--- src/rtl/if_fetch_unit.sv ---
// Instruction-fetch stage: PC register, predecode of the fetched word and a
// table of 2-bit saturating counters that predicts conditional branches.
module if_fetch_unit #(
    parameter logic [31:0] RESET_PC  = 32'h0000_0000,
    parameter int          BHT_IDX_W = 6
) (
    input  logic        clk,
    input  logic        reset,
    output logic [31:0] inst_mem_addr,
    input  logic [31:0] inst_mem_read_data,
    output logic [31:0] IF_pc,
    output logic        IF_take,
    input  logic        EX_MEM_stall,
    input  logic        EX_flush,
    input  logic [31:0] EX_redirect_pc,
    input  logic        EX_update_valid,
    input  logic [31:0] EX_update_pc,
    input  logic        EX_update_taken
);
    localparam int         BHT_SIZE  = 1 << BHT_IDX_W;
    localparam logic [6:0] OP_BRANCH = 7'b1100011;
    localparam logic [6:0] OP_JAL    = 7'b1101111;

    function automatic logic [31:0] imm_b(input logic [31:0] i);
        return {{19{i[31]}}, i[31], i[7], i[30:25], i[11:8], 1'b0};
    endfunction

    function automatic logic [31:0] imm_j(input logic [31:0] i);
        return {{11{i[31]}}, i[31], i[19:12], i[20], i[30:21], 1'b0};
    endfunction

    function automatic logic [1:0] sat_step(input logic [1:0] c, input logic up);
        logic [1:0] r;
        if (up) begin
            if (c == 2'b11) r = 2'b11;
            else            r = c + 2'b01;
        end else begin
            if (c == 2'b00) r = 2'b00;
            else            r = c - 2'b01;
        end
        return r;
    endfunction

    logic [31:0]          pc_r;
    logic [1:0]           bht_r [BHT_SIZE];
    logic [BHT_IDX_W-1:0] lookup_idx_s;
    logic [BHT_IDX_W-1:0] update_idx_s;
    logic [1:0]           lookup_ctr_s;
    logic                 pred_taken_s;
    logic [31:0]          imm_s;
    logic [31:0]          target_s;
    logic [31:0]          seq_pc_s;
    logic [31:0]          next_pc_s;

    assign lookup_idx_s  = pc_r[BHT_IDX_W+1:2];
    assign update_idx_s  = EX_update_pc[BHT_IDX_W+1:2];
    assign lookup_ctr_s  = bht_r[lookup_idx_s];
    assign target_s      = pc_r + imm_s;
    assign seq_pc_s      = pc_r + 32'd4;
    assign inst_mem_addr = pc_r;
    assign IF_pc         = pc_r;
    assign IF_take       = pred_taken_s & ~EX_flush;

    // Predecode the fetched word into a prediction and its immediate.
    always_comb begin
        pred_taken_s = 1'b0;
        imm_s        = 32'h0000_0000;
        case (inst_mem_read_data[6:0])
            OP_BRANCH: begin
                pred_taken_s = lookup_ctr_s[1];
                imm_s        = imm_b(inst_mem_read_data);
            end
            OP_JAL: begin
                pred_taken_s = 1'b1;
                imm_s        = imm_j(inst_mem_read_data);
            end
            default: begin
                pred_taken_s = 1'b0;
                imm_s        = 32'h0000_0000;
            end
        endcase
    end

    // Next-PC selection; a redirect from EX wins over a stall.
    always_comb begin
        next_pc_s = seq_pc_s;
        if (EX_flush)          next_pc_s = EX_redirect_pc;
        else if (EX_MEM_stall) next_pc_s = pc_r;
        else if (IF_take)      next_pc_s = target_s;
        else                   next_pc_s = seq_pc_s;
    end

    // Program counter register.
    always_ff @(posedge clk) begin
        if (!reset) pc_r <= RESET_PC;
        else        pc_r <= next_pc_s;
    end

    // Counter table: reset to weakly not-taken, trained from EX independent of stall/flush.
    always_ff @(posedge clk) begin
        if (!reset) begin
            for (int k = 0; k < BHT_SIZE; k++) bht_r[k] <= 2'b01;
        end else if (EX_update_valid) begin
            bht_r[update_idx_s] <= sat_step(bht_r[update_idx_s], EX_update_taken);
        end else begin
            bht_r[update_idx_s] <= bht_r[update_idx_s];
        end
    end
endmodule

--- config.mk ---
export PLATFORM = sky130hd
export DESIGN_NAME = if_fetch_unit
export DESIGN_NICKNAME = d
export VERILOG_FILES = /design/src/rtl/if_fetch_unit.sv
export SDC_FILE = /design/constraint.sdc
export NUM_CORES = 1
export LEC_CHECK = 0
export CAP_MARGIN = 10
export CORE_ASPECT_RATIO = 1.5
export CORE_MARGIN = 4
export CORE_UTILIZATION = 45
export DETAILED_ROUTE_END_ITERATION = 12
export PLACE_DENSITY = 0.71
export SYNTH_ARGS = -nofsm -noshare
export SYNTH_HDL_FRONTEND = slang
export SYNTH_SLANG_ARGS = --single-unit
--- constraint.sdc ---
create_clock -name clk -period 4.03 [get_ports clk]
set_clock_uncertainty 0.1 [all_clocks]
set_input_delay 0.403 -clock clk [delete_from_list [all_inputs] [get_ports clk]]
set_output_delay 0.403 -clock clk [all_outputs]
set_load 0.005 [all_outputs]
== Yosys cells after proc, flatten, opt, wreduce, memory -nomap -nowiden ==
Memories as Yosys holds them, arrays and structs flattened. A register that Yosys moved wholly into a read port is not among the register bits.
Index checks and enable logic that the tools add are counted.

* Output and inout bits: 65
* Word-level logic and storage cells: 38
* Bits in writable memories: 128
* Memories: 1
* Input port bits: 102
* Bits in registers: 32

{| class="wikitable"
|+ Memory list
! name !! words !! bits a word !! read ports !! clocked after memory_dff !! write ports !! line !! RTL
|-
| bht_r || 64 || 2 || 2 || 1 || 64 || 45 || <nowiki>logic [1:0] bht_r [BHT_SIZE];</nowiki>
|}

* Equal/unequal tests: 4
* Add/subtract/negate cells: 4
* Bitwise gates (word level): 3
* Reductions and logical operators: 2
* Multiplexer cells: 23

{| class="wikitable"
|+ Operators with widths
! cell !! count
|-
| two-way mux 32 bit || 3
|-
| one-hot mux 32 bit (2 select lines) || 1
|-
| adder 32 x 3 -> 32 bit (second input constant) || 1
|-
| adder 32 bit || 1
|-
| two-way mux 6 bit || 3
|-
| equality test 7 bit (second input constant) || 2
|-
| two-way mux 2 bit || 7
|-
| two-way mux 1 bit || 8
|-
| adder 2 x 1 -> 2 bit (second input constant) || 1
|-
| equality test 2 bit (second input constant) || 1
|-
| zero test 2 bit || 1
|-
| inequality test 2 x 1 -> 1 bit (second input constant) || 1
|-
| one-hot mux 1 bit (2 select lines) || 1
|-
| OR reduction 2 bit || 1
|-
| subtractor 2 x 1 -> 2 bit (second input constant) || 1
|-
| AND 1 bit || 1
|-
| inverter 1 bit || 1
|-
| bitwise OR 1 bit || 1
|}

== Depth between registers and ports, before layout ==
* Depth after elaboration: 8
* Gate-level depth with buffers: 17
* Depth with buffers taken out: 16

== Worst setup path before layout ==
No wires, ideal clock.

* Kind: input-to-reg
* From: input port inst_mem_read_data[5]
* To: register pc_r[30] (netlist: IF_pc[30])
* Required time: 3813 ps
* Arrival time: 3596 ps
* Buffers on the path: 2
* Stages: 17
* Setup time: 117 ps
* Setup slack: 217 ps
* Cell sequence: nand3_1 -> or3_1 -> nor2_1 -> and2_1 -> clkbuf_1 -> a21o_1 -> ha_1 -> clkbuf_1 -> a21o_1 -> a221o_1 -> a211oi_1 -> nand3_1 -> a41oi_1 -> o211ai_1 -> o22ai_1 -> a2bb2oi_1 -> nand2_1

* Cells in the longest elaborated chain, start to end: 6
* Elaborated cells on any way between the ends: 9
* Those cells by class: add/sub (1); eq/ne (2); mux (5); bitwise (1)

{| class="wikitable"
|+ Ends and longest elaborated chain
! item !! line !! RTL
|-
| from (decl) || 10 || <nowiki>input logic [31:0] inst_mem_read_data,</nowiki>
|-
| equality test 7 bit || 68 || <nowiki>case (inst_mem_read_data[6:0])</nowiki>
|-
| one-hot mux 32 bit (2 select lines) / one-hot mux 1 bit (2 select lines) (equally long branches) || 68 ||
|-
| adder 32 bit / AND 1 bit (equally long branches) || 58, 62 ||
|-
| two-way mux 32 bit * || 89 || <nowiki>else if (IF_take) next_pc_s = target_s;</nowiki>
|-
| two-way mux 32 bit * || 88 || <nowiki>else if (EX_MEM_stall) next_pc_s = pc_r;</nowiki>
|-
| two-way mux 32 bit * || 87 || <nowiki>if (EX_flush) next_pc_s = EX_redirect_pc;</nowiki>
|-
| to (signal assigned) || 96 || <nowiki>else pc_r <= next_pc_s;</nowiki>
|-
| to (decl) || 44 || <nowiki>logic [31:0] pc_r;</nowiki>
|}

Every way passes the cells marked *; elsewhere a longest branch is shown, timed or not. The select of a mux whose other input is x is not followed.
A chain may end at the register's enable or synchronous reset.

== Final worst setup path ==
* From: input port inst_mem_read_data[1]
* To: register pc_r[22] (netlist: IF_pc[22])

Same word-level chain as after synthesis.

==> impl_metrics.json <==
{
  "avgSynthCellArea_sq_um": 9.32,
  "layout-drive-gt1-share_pct": 15.7,
  "crit_start": "inst_mem_read_data[1]",
  "gr-total-overflow": 0,
  "crit_path_start_kind": "input pin",
  "diodes": 0,
  "synth_flop_cell": "edfxtp_1",
  "endpoint": "IF_pc[22]",
  "dpl-instance-area_sq_mm": 0.0132,
  "dp.cells": 1655,
  "grt_pass1_vias": 11200,
  "coreArea_sq_mm": 0.0243,
  "syn_inst": 1184,
  "cp-end-kind": "flip-flop",
  "status": "completed",
  "crit_fanout": 6,
  "finalSetupViolCount": 0,
  "p_leak_nw": 5.13,
  "numCtsBuffers": 17,
  "holdWs_ns": 0.306,
  "worstMarginPinSlew_ns": 0.996,
  "path_clk_slew_ns": 0.07,
  "worstPathRequired_ns": 4.32,
  "fin_tns_setup_ns": 0,
  "cts.sinks": 166,
  "fmax_mhz": 257,
  "syn-cell-area_sq_mm": 0.0110,
  "cts_tree": "built",
  "wl_mm": 40.8,
  "io_pins": 167,
  "instances_no_fill": 1687,
  "ctsHoldBuffers": 0,
  "r2r-end": "IF_pc[15]",
  "power_density_mw_per_mm2": 320,
  "power.internal_w": 0.00321,
  "dr_total_vias": 10700,
  "drt_first_pass_iters": 7,
  "syn-num-nets": 1318,
  "fin_crit_sh_pct": 96.7,
  "cts_setup_buffers": 0,
  "r2r_slack_ns": 0.45,
  "ys_types": 74,
  "rows": 70,
  "yosysSeqAreaShare_pct": 41.7,
  "utilization_pct": 57.0,
  "worstPathArrival_ns": 4.19,
  "slew_viol_final": 0,
  "viasPerCell": 6.35,
  "antenna_found_initial": 0,
  "place.gp.congestion": 0.989,
  "switching_power_w": 0.00121,
  "routedWlPerCell_um": 24.2,
  "port_buffers": 140,
  "finalHoldViolCount": 0,
  "design_area_sq_mm": 0.0138,
  "syn2layout_area_growth_pct": 25.2,
  "grt_util_all_layers_pct": 30.4,
  "synth_seq_cells": 166,
  "initial_core_util_pct": 45.5,
  "drv_cap": 0,
  "synth-async-reset-ratio_pct": 0,
  "final_nets": 1484,
  "power_frac_seq_pct": 44.5,
  "period_needed_ns": 3.90,
  "synth-warning-count": 0,
  "slew-limit-headroom_pct": 33.6,
  "clk_latency_ns": 0.45,
  "htreeDepth": 4,
  "cts_max_path_buffers": 2,
  "grt_max_degree": 99,
  "hold_path_class": "in -> reg",
  "ctsRootBufferMaster": "clkbuf_16",
  "antenna_left": 0,
  "rr_worst_depth": 10,
  "grt_pass1_wl_mm": 62.2,
  "drt_iter0_markers": 1395,
  "pwr-share-comb_pct": 17.4,
  "drcViolationCount": 0,
  "crit_type": "in -> reg",
  "pwr-share-clk_pct": 38.1,
  "ir_worst_vdd_mv": 0.289,
  "synth_edf_count": 128,
  "swShare_pct": 27.4,
  "fp.dieW_um": 136,
  "hpwl_mm": 30.2,
  "die_area_sq_mm": 0.0272,
  "die_h_um": 200
}
-- synth_stat cells, types with 5 or more instances --
library cell | number | area, sq um
nand4_1 | 12 | 75.1
o22ai_1 | 17 | 106
or2_2 | 5 | 31.3
nor3_1 | 15 | 75.1
and2_1 | 22 | 138
clkbuf_1 | 47 | 176
mux2i_1 | 19 | 190
a22oi_1 | 16 | 120
a21o_1 | 28 | 210
buf_2 | 27 | 135
o221ai_1 | 5 | 43.8
a211oi_1 | 13 | 97.6
a21oi_1 | 55 | 275
a31oi_1 | 7 | 43.8
nand2b_1 | 15 | 93.8
edfxtp_1 | 128 | 3840
inv_1 | 16 | 60.1
nor2_1 | 115 | 432
mux4_2 | 20 | 450
dfxtp_1 | 38 | 761
ha_1 | 31 | 388
and3_1 | 18 | 113
nand2_1 | 147 | 552
a222oi_1 | 5 | 50.1
xnor2_1 | 15 | 131
mux2_2 | 20 | 225
nand3b_1 | 7 | 52.6
o21ai_0 | 111 | 556
xor2_1 | 19 | 166
a22o_1 | 7 | 61.3
a221oi_1 | 18 | 158
nor2b_1 | 7 | 43.8
or3_1 | 10 | 62.6
nand3_1 | 30 | 150
buf_4 | 33 | 248
-- how the worst min path moves through the flow --
stage	from	to	depth (start not counted)
4_1_cts	EX_update_pc[4]	bht_r[21][0]	2
6_report	EX_update_pc[4]	bht_r[21][0]	2
2_1_floorplan	IF_pc[8]	IF_pc[8]	2
3_5_place_dp	IF_pc[8]	IF_pc[8]	2
3_3_place_gp	IF_pc[0]	IF_pc[0]	2
5_1_grt	EX_update_pc[4]	bht_r[21][0]	2
-- per-stage QoR --
step,setup slack [ns],total power [W]
CTS,0.0619,0.00440
detailed placement,-0.430,0.00275
floorplan,0.217,0.00238
global route,-0.00446,0.00454
global placement,-0.388,0.00274
finish,0.133,0.00442
-- flip-flops by register name, indices dropped and copies added, names as in the netlist, named ones only --
signal / flops
IF_pc: 32
bht_r: 128
-- cell type report --
class | instances | area (sq um)
clock buffer | 23 | 512
clock inverter | 9 | 88.8
fill | 2158 | 10400
inverter | 19 | 71.3
multi-input combinational | 888 | 5850
sequential | 166 | 4600
tap | 324 | 405
timing repair buffer | 258 | 2290
-- cell usage in the layout, fill, tap and decap left out, types with 20 or more instances in the layout --
cell             netlist  final
a21o_1                28     28
nand2_1              147    147
clkdlybuf4s50_1        0    136
and2_1                22     21
buf_4                 33    116
ha_1                  31     31
nand3_1               30     30
mux4_2                20     20
nor2_1               115    114
clkbuf_16              0     20
o21ai_0              111    109
a21oi_1               55     54
mux2_2                20     20
dfxtp_1               38     38
edfxtp_1             128    128
-- critical path, cell delays in order --
cell             delay [ns]
clkdlybuf4s50_1        0.45
nand3_1                0.09
or3_1                  0.41
nor2_4                 0.20
and2_2                 0.25
a21o_1                 0.11
ha_1                   0.25
a21o_1                 0.18
a221o_1                0.34
a211oi_1               0.26
buf_4                  0.17
nand3_1                0.09
a41oi_1                0.25
buf_4                  0.17
xnor2_1                0.14
a21oi_1                0.11
o21ai_0                0.15
o211a_1                0.15
-- layer usage --
layer / vias up / track usage, % / part of all wire [%]
li1: 4728 / - / -
met1: 5029 / 32.7 / 32
met2: 759 / 53.1 / 50
met3: 203 / 6.70 / 9.8
met4: 0 / 21.0 / 7.8
met5: - / 0 / 0
-- logic make-up after synthesis --
kind of cell / synth area share (%)
mux: 7.84
simple gates: 18.3
buf+inv: 5.85
fa+ha+maj: 3.69
xor+xnor: 2.70
compound gates: 19.9
flops: 41.7
-- power groups by stage --
stage               sequential, W  clock [W]  combinational (W)
floorplan                 0.00198          0           0.000405
global placement          0.00200          0           0.000739
detailed placement        0.00200          0           0.000746
CTS                       0.00197    0.00168           0.000753
global route              0.00197    0.00175           0.000815
finish                    0.00197    0.00168           0.000771
-- repair_timing --
item | CTS | global route
endpoints found under the setup margin | 2 | 8
endpoints found under the hold margin | 0 | 0
gates cloned | 0 | 0
pin swaps | 0 | 2
resized for setup | 1 | 11
Power figures use the tool's default switching activity.
==> edit 1 (same flow settings) <==
Reset style: asynchronous (`reset`), changed in 2 clocked blocks.
--- a/src/rtl/if_fetch_unit.sv
+++ b/src/rtl/if_fetch_unit.sv
@@ -93,3 +93,3 @@
     // Program counter register.
-    always_ff @(posedge clk) begin
+    always_ff @(posedge clk or negedge reset) begin
         if (!reset) pc_r <= RESET_PC;
@@ -99,3 +99,3 @@
     // Counter table: reset to weakly not-taken, trained from EX independent of stall/flush.
-    always_ff @(posedge clk) begin
+    always_ff @(posedge clk or negedge reset) begin
         if (!reset) begin
Function: changed (a bounded check fails within 4 cycles, from zero or initial values and one cycle with reset low; the reset may be asserted at any time).
==> edit 1 against the unedited design <==
- the run now ends with negative hold slack left
- synthesized area up 1.1%
- sequential share of layout area down 3.5 points
- utilization fell by 0.84 points
- critical path type is now reg2out
- sequential cell count decreased by 6
- via count decreased by 9.5%
- total power increased by 12%
- wire length fell by 17%
- critical path depth decreased by 11
- die area rose by 1.0%
- final area fell by 0.76%
- setup slack improved by 0.050 ns
==> edit 1: results <==
metrics = {
    "logic_synthesis": {
        "synthDistinctLibCells": 78,
        "yosysWarningCount": 0,
        "synthArstFlopShare": 1.00,
        "synthTopCellsByArea": "dfrtp_1 (22%), dfstp_2 (15%), mux2_2 (11%)",
        "synthFlopType": "dfrtp_1",
        "synth_fp_nets": 1260,
        "synthTopCellsByCount": "mux2_2 (108), dfrtp_1 (96), nand2_1 (96), nor2_1 (92), dfstp_2 (64)",
        "syn_avg_cell_area_um2": 9.91,
        "ys_seq_area_frac": 0.366,
    },
    "routing": {
        "first_iter_violations": 686,
        "dr_total_vias": 9697,
        "drt_pass1_iterations": 5,
        "wl_um": 34000,
        "wl_per_cell_um": 21.0,
    },
    "global_route": {
        "track_usage": 0.251,
        "antenna_found_initial": 1,
        "grt_pass1_vias": 10000,
        "grt_max_degree": 104,
        "grt_pass1_wl_um": 54200,
    },
    "clock_tree": {
        "htreeDepth": 4,
        "cts_root_buffer": "clkbuf_16",
        "cts_inserted_buffers": 17,
        "clk_latency_ns": 0.44,
        "clk_path_buf_depth": 2,
        "path_clk_slew_ns": 0.07,
    },
    "placed_design": {
        "dp_hpwl_um": 25100,
        "placed_cells": 1586,
        "place_ws_ns": -0.286,
        "portBuffers": 140,
        "placedInstanceArea_um2": 13200,
        "gp_congestion": 0.937,
    },
    "timing": {
        "relSlewSlack": 0.352,
        "finalHoldViolCount": 11,
        "whs_ns": -0.0281,
        "setup_ws_ns": 0.183,
    },
    "critical_path": {
        "slowest_stage": "mux4_2",
        "worst-endpoint-arrival_ns": 3.34,
        "cpPeakStageDelay_ns": 0.59,
        "worstPathMaxFanout": 15,
        "rr_startpoint": "IF_pc[2]",
        "r2r_setup_slack_ns": 0.59,
        "r2r_end": "IF_pc[26]",
        "r2r_cells": 9,
    },
    "finish": {
        "layout.nets": 1415,
        "num-fill-cells": 2105,
        "regMostFlops": "bht_r",
        "largest_reg_flops": 128,
        "drive_gt1_frac": 0.269,
    },
    "worst_hold_path": {
        "hold_class": "in2async",
    },
    "outcome": {
        "status": "finished, violations left",
        "violations": "negative hold slack",
    },
    "power": {
        "ir_worst_vdd_mv": 0.356,
        "p_switching_mw": 1.51,
        "power.leakage_nw": 5.90,
    },
}
## edit 1: kinds of logic after synthesis
group                      share of synthesized area
adders and majority gates                     0.0366
and+or+nand+nor                                0.139
muxes                                          0.216
DFF                                            0.366
AOI/OAI and AO/OA                              0.159
buffers and inverters                         0.0609
xor gates and xnor gates                      0.0228
## edit 1: power by group through the flow
| stage | registers [mW] | clock network, mW | logic, mW |
|---|---|---|---|
| 3_5_place_dp | 2.22 | 0 | 1.23 |
| 3_3_place_gp | 2.21 | 0 | 1.20 |
| 4_1_cts | 2.20 | 1.57 | 1.23 |
| 2_1_floorplan | 2.14 | 0 | 0.783 |
| 6_report | 2.20 | 1.54 | 1.23 |
| 5_1_grt | 2.23 | 1.64 | 1.34 |
## edit 1: final cells by class
| type | instances | area [um^2] | share of cell area |
|---|---|---|---|
| sequential | 160 | 4080 | 0.298 |
| tap | 324 | 405 | 0.0296 |
| clock inverter | 12 | 100 | 0.00730 |
| inverter | 24 | 90.1 | 0.00657 |
| clock buffer | 20 | 447 | 0.0326 |
| timing repair buffer | 235 | 2160 | 0.158 |
| multi-input combinational | 843 | 6420 | 0.468 |
| antenna | 1 | 2.50 | 0.000182 |
## edit 1: repair_timing
item	CTS	global route
hold buffers	0	0
gates resized for setup	0	3
endpoints found under the setup margin	0	3
endpoints found under the hold margin	0	0
setup buffers	0	0
## edit 1: worst max-delay path: cells and delay by family, from the launching register on
family	cells	cell delay (ns)
mux	2	1.10
buf+inv	2	0.72
compound gates	2	0.49
flops	1	0.35
simple gates	1	0.23
## edit 1: worst max path at each step
| stage | startpoint | to | slack, ns |
|---|---|---|---|
| finish | IF_pc[2] | IF_take | 0.18 |
| global route | inst_mem_read_data[6] | IF_pc[22] | 0.007 |
| CTS | IF_pc[2] | IF_take | 0.15 |
| detailed placement | inst_mem_read_data[6] | IF_pc[31] | -0.29 |
| global placement | inst_mem_read_data[6] | IF_pc[31] | -0.19 |
| floorplan | inst_mem_read_data[2] | IF_pc[23] | 0.40 |
## edit 1: metal layers
layer	routed length [um]	track usage	up-vias
met3	2080	0.0426	113
met2	17200	0.436	397
met5	0	0	-
met1	12700	0.285	4747
met4	2010	0.145	0
li1	-	-	4440
==> edit 2 (config.mk and constraints unchanged) <==
Without the edit above. `BHT_IDX_W`: 6 -> 7.
--- a/src/rtl/if_fetch_unit.sv
+++ b/src/rtl/if_fetch_unit.sv
@@ -4,3 +4,3 @@
     parameter logic [31:0] RESET_PC  = 32'h0000_0000,
-    parameter int          BHT_IDX_W = 6
+    parameter int          BHT_IDX_W = 7
 ) (
Function: not settled (the Yosys comparison gave no result); the edit may change what the design does.
==> edit 2 against the unedited design <==
- synthesized area increased by 65%
- via count is 57% higher
- wire length grew 68%
- sequential power increased by 78%
- final area up 60%
- setup slack about the same
- total power increased by 78%
- die area rose by 61%
- sequential cell count increased by 129
- critical endpoint is now bht_r[2][1]
- largest cell class unchanged
- largest power group unchanged
- highest routed layer unchanged
==> edit 2: results <==
metrics = {
    "power": {
        "p_switching_mw": 2.21,
        "ir_worst_vdd_mv": 0.294,
    },
    "finish": {
        "layout.nets": 2110,
        "largest_reg_flops": 256,
        "drive_gt1_frac": 0.191,
        "seq_cells": 295,
        "inverters": 24,
        "final_area_um2": 22100,
        "num-fill-cells": 3388,
        "num-nonclk-buffers": 366,
    },
    "outcome": {
        "status": "complete, no violations",
    },
    "critical_path": {
        "slowest_stage": "nor2b_1",
        "crit_family": "simple AND/OR/NAND/NOR gates",
    },
    "clock_tree": {
        "clk_path_buf_depth": 3,
        "htreeDepth": 1,
    },
    "logic_synthesis": {
        "synthTopCellsByCount": "edfxtp_1 (256), o21ai_0 (198), nor3_1 (152), clkbuf_1 (135), nand4_1 (117)",
        "syn_avg_cell_area_um2": 10.1,
        "synthAdderAreaFrac": 0.0231,
        "synthDistinctLibCells": 79,
        "synth_compound_area_frac": 0.175,
        "ys_seq_area_frac": 0.466,
    },
    "worst_hold_path": {
        "hold_start": "reset",
    },
    "routing": {
        "drt_pass1_iterations": 6,
        "wl_met2_um": 32600,
    },
    "global_route": {
        "grt_pass1_wl_um": 100000,
    },
    "placed_design": {
        "portBuffers": 141,
        "gp_congestion": 0.988,
    },
}
[edit 2: power groups by stage]
stage	combinational [mW]	sequential, mW	clock, mW
floorplan	0.792	3.53	0
detailed placement	1.40	3.57	0
CTS	1.41	3.50	2.90
global placement	1.39	3.56	0
global route	1.53	3.52	3.04
finish	1.47	3.51	2.89
[edit 2: cells by family after synthesis]
logic type,Yosys count
flip-flops,295
AO/OA/AOI/OAI,494
multiplexers,102
buffers and inverters,248
AND/OR/NAND/NOR,594
adder cells (fa/ha/maj),33
XOR/XNOR,37
[edit 2: timing repair]
| item | in CTS | in global routing |
|---|---|---|
| resized for setup | 3 | 23 |
| buffers inserted | 0 | 10 |
| pin swaps | 0 | 8 |
| hold endpoints to repair | 0 | 0 |
| setup endpoints to repair | 1 | 11 |
| gates cloned | 0 | 1 |
[edit 2: final timing paths]
path                                     to  slack (ns)
worst max register to register  bht_r[3][0]        0.21
worst min register to register     IF_pc[0]        0.43
worst max-delay path            bht_r[2][1]        0.13
worst min-delay path              IF_pc[18]        0.19
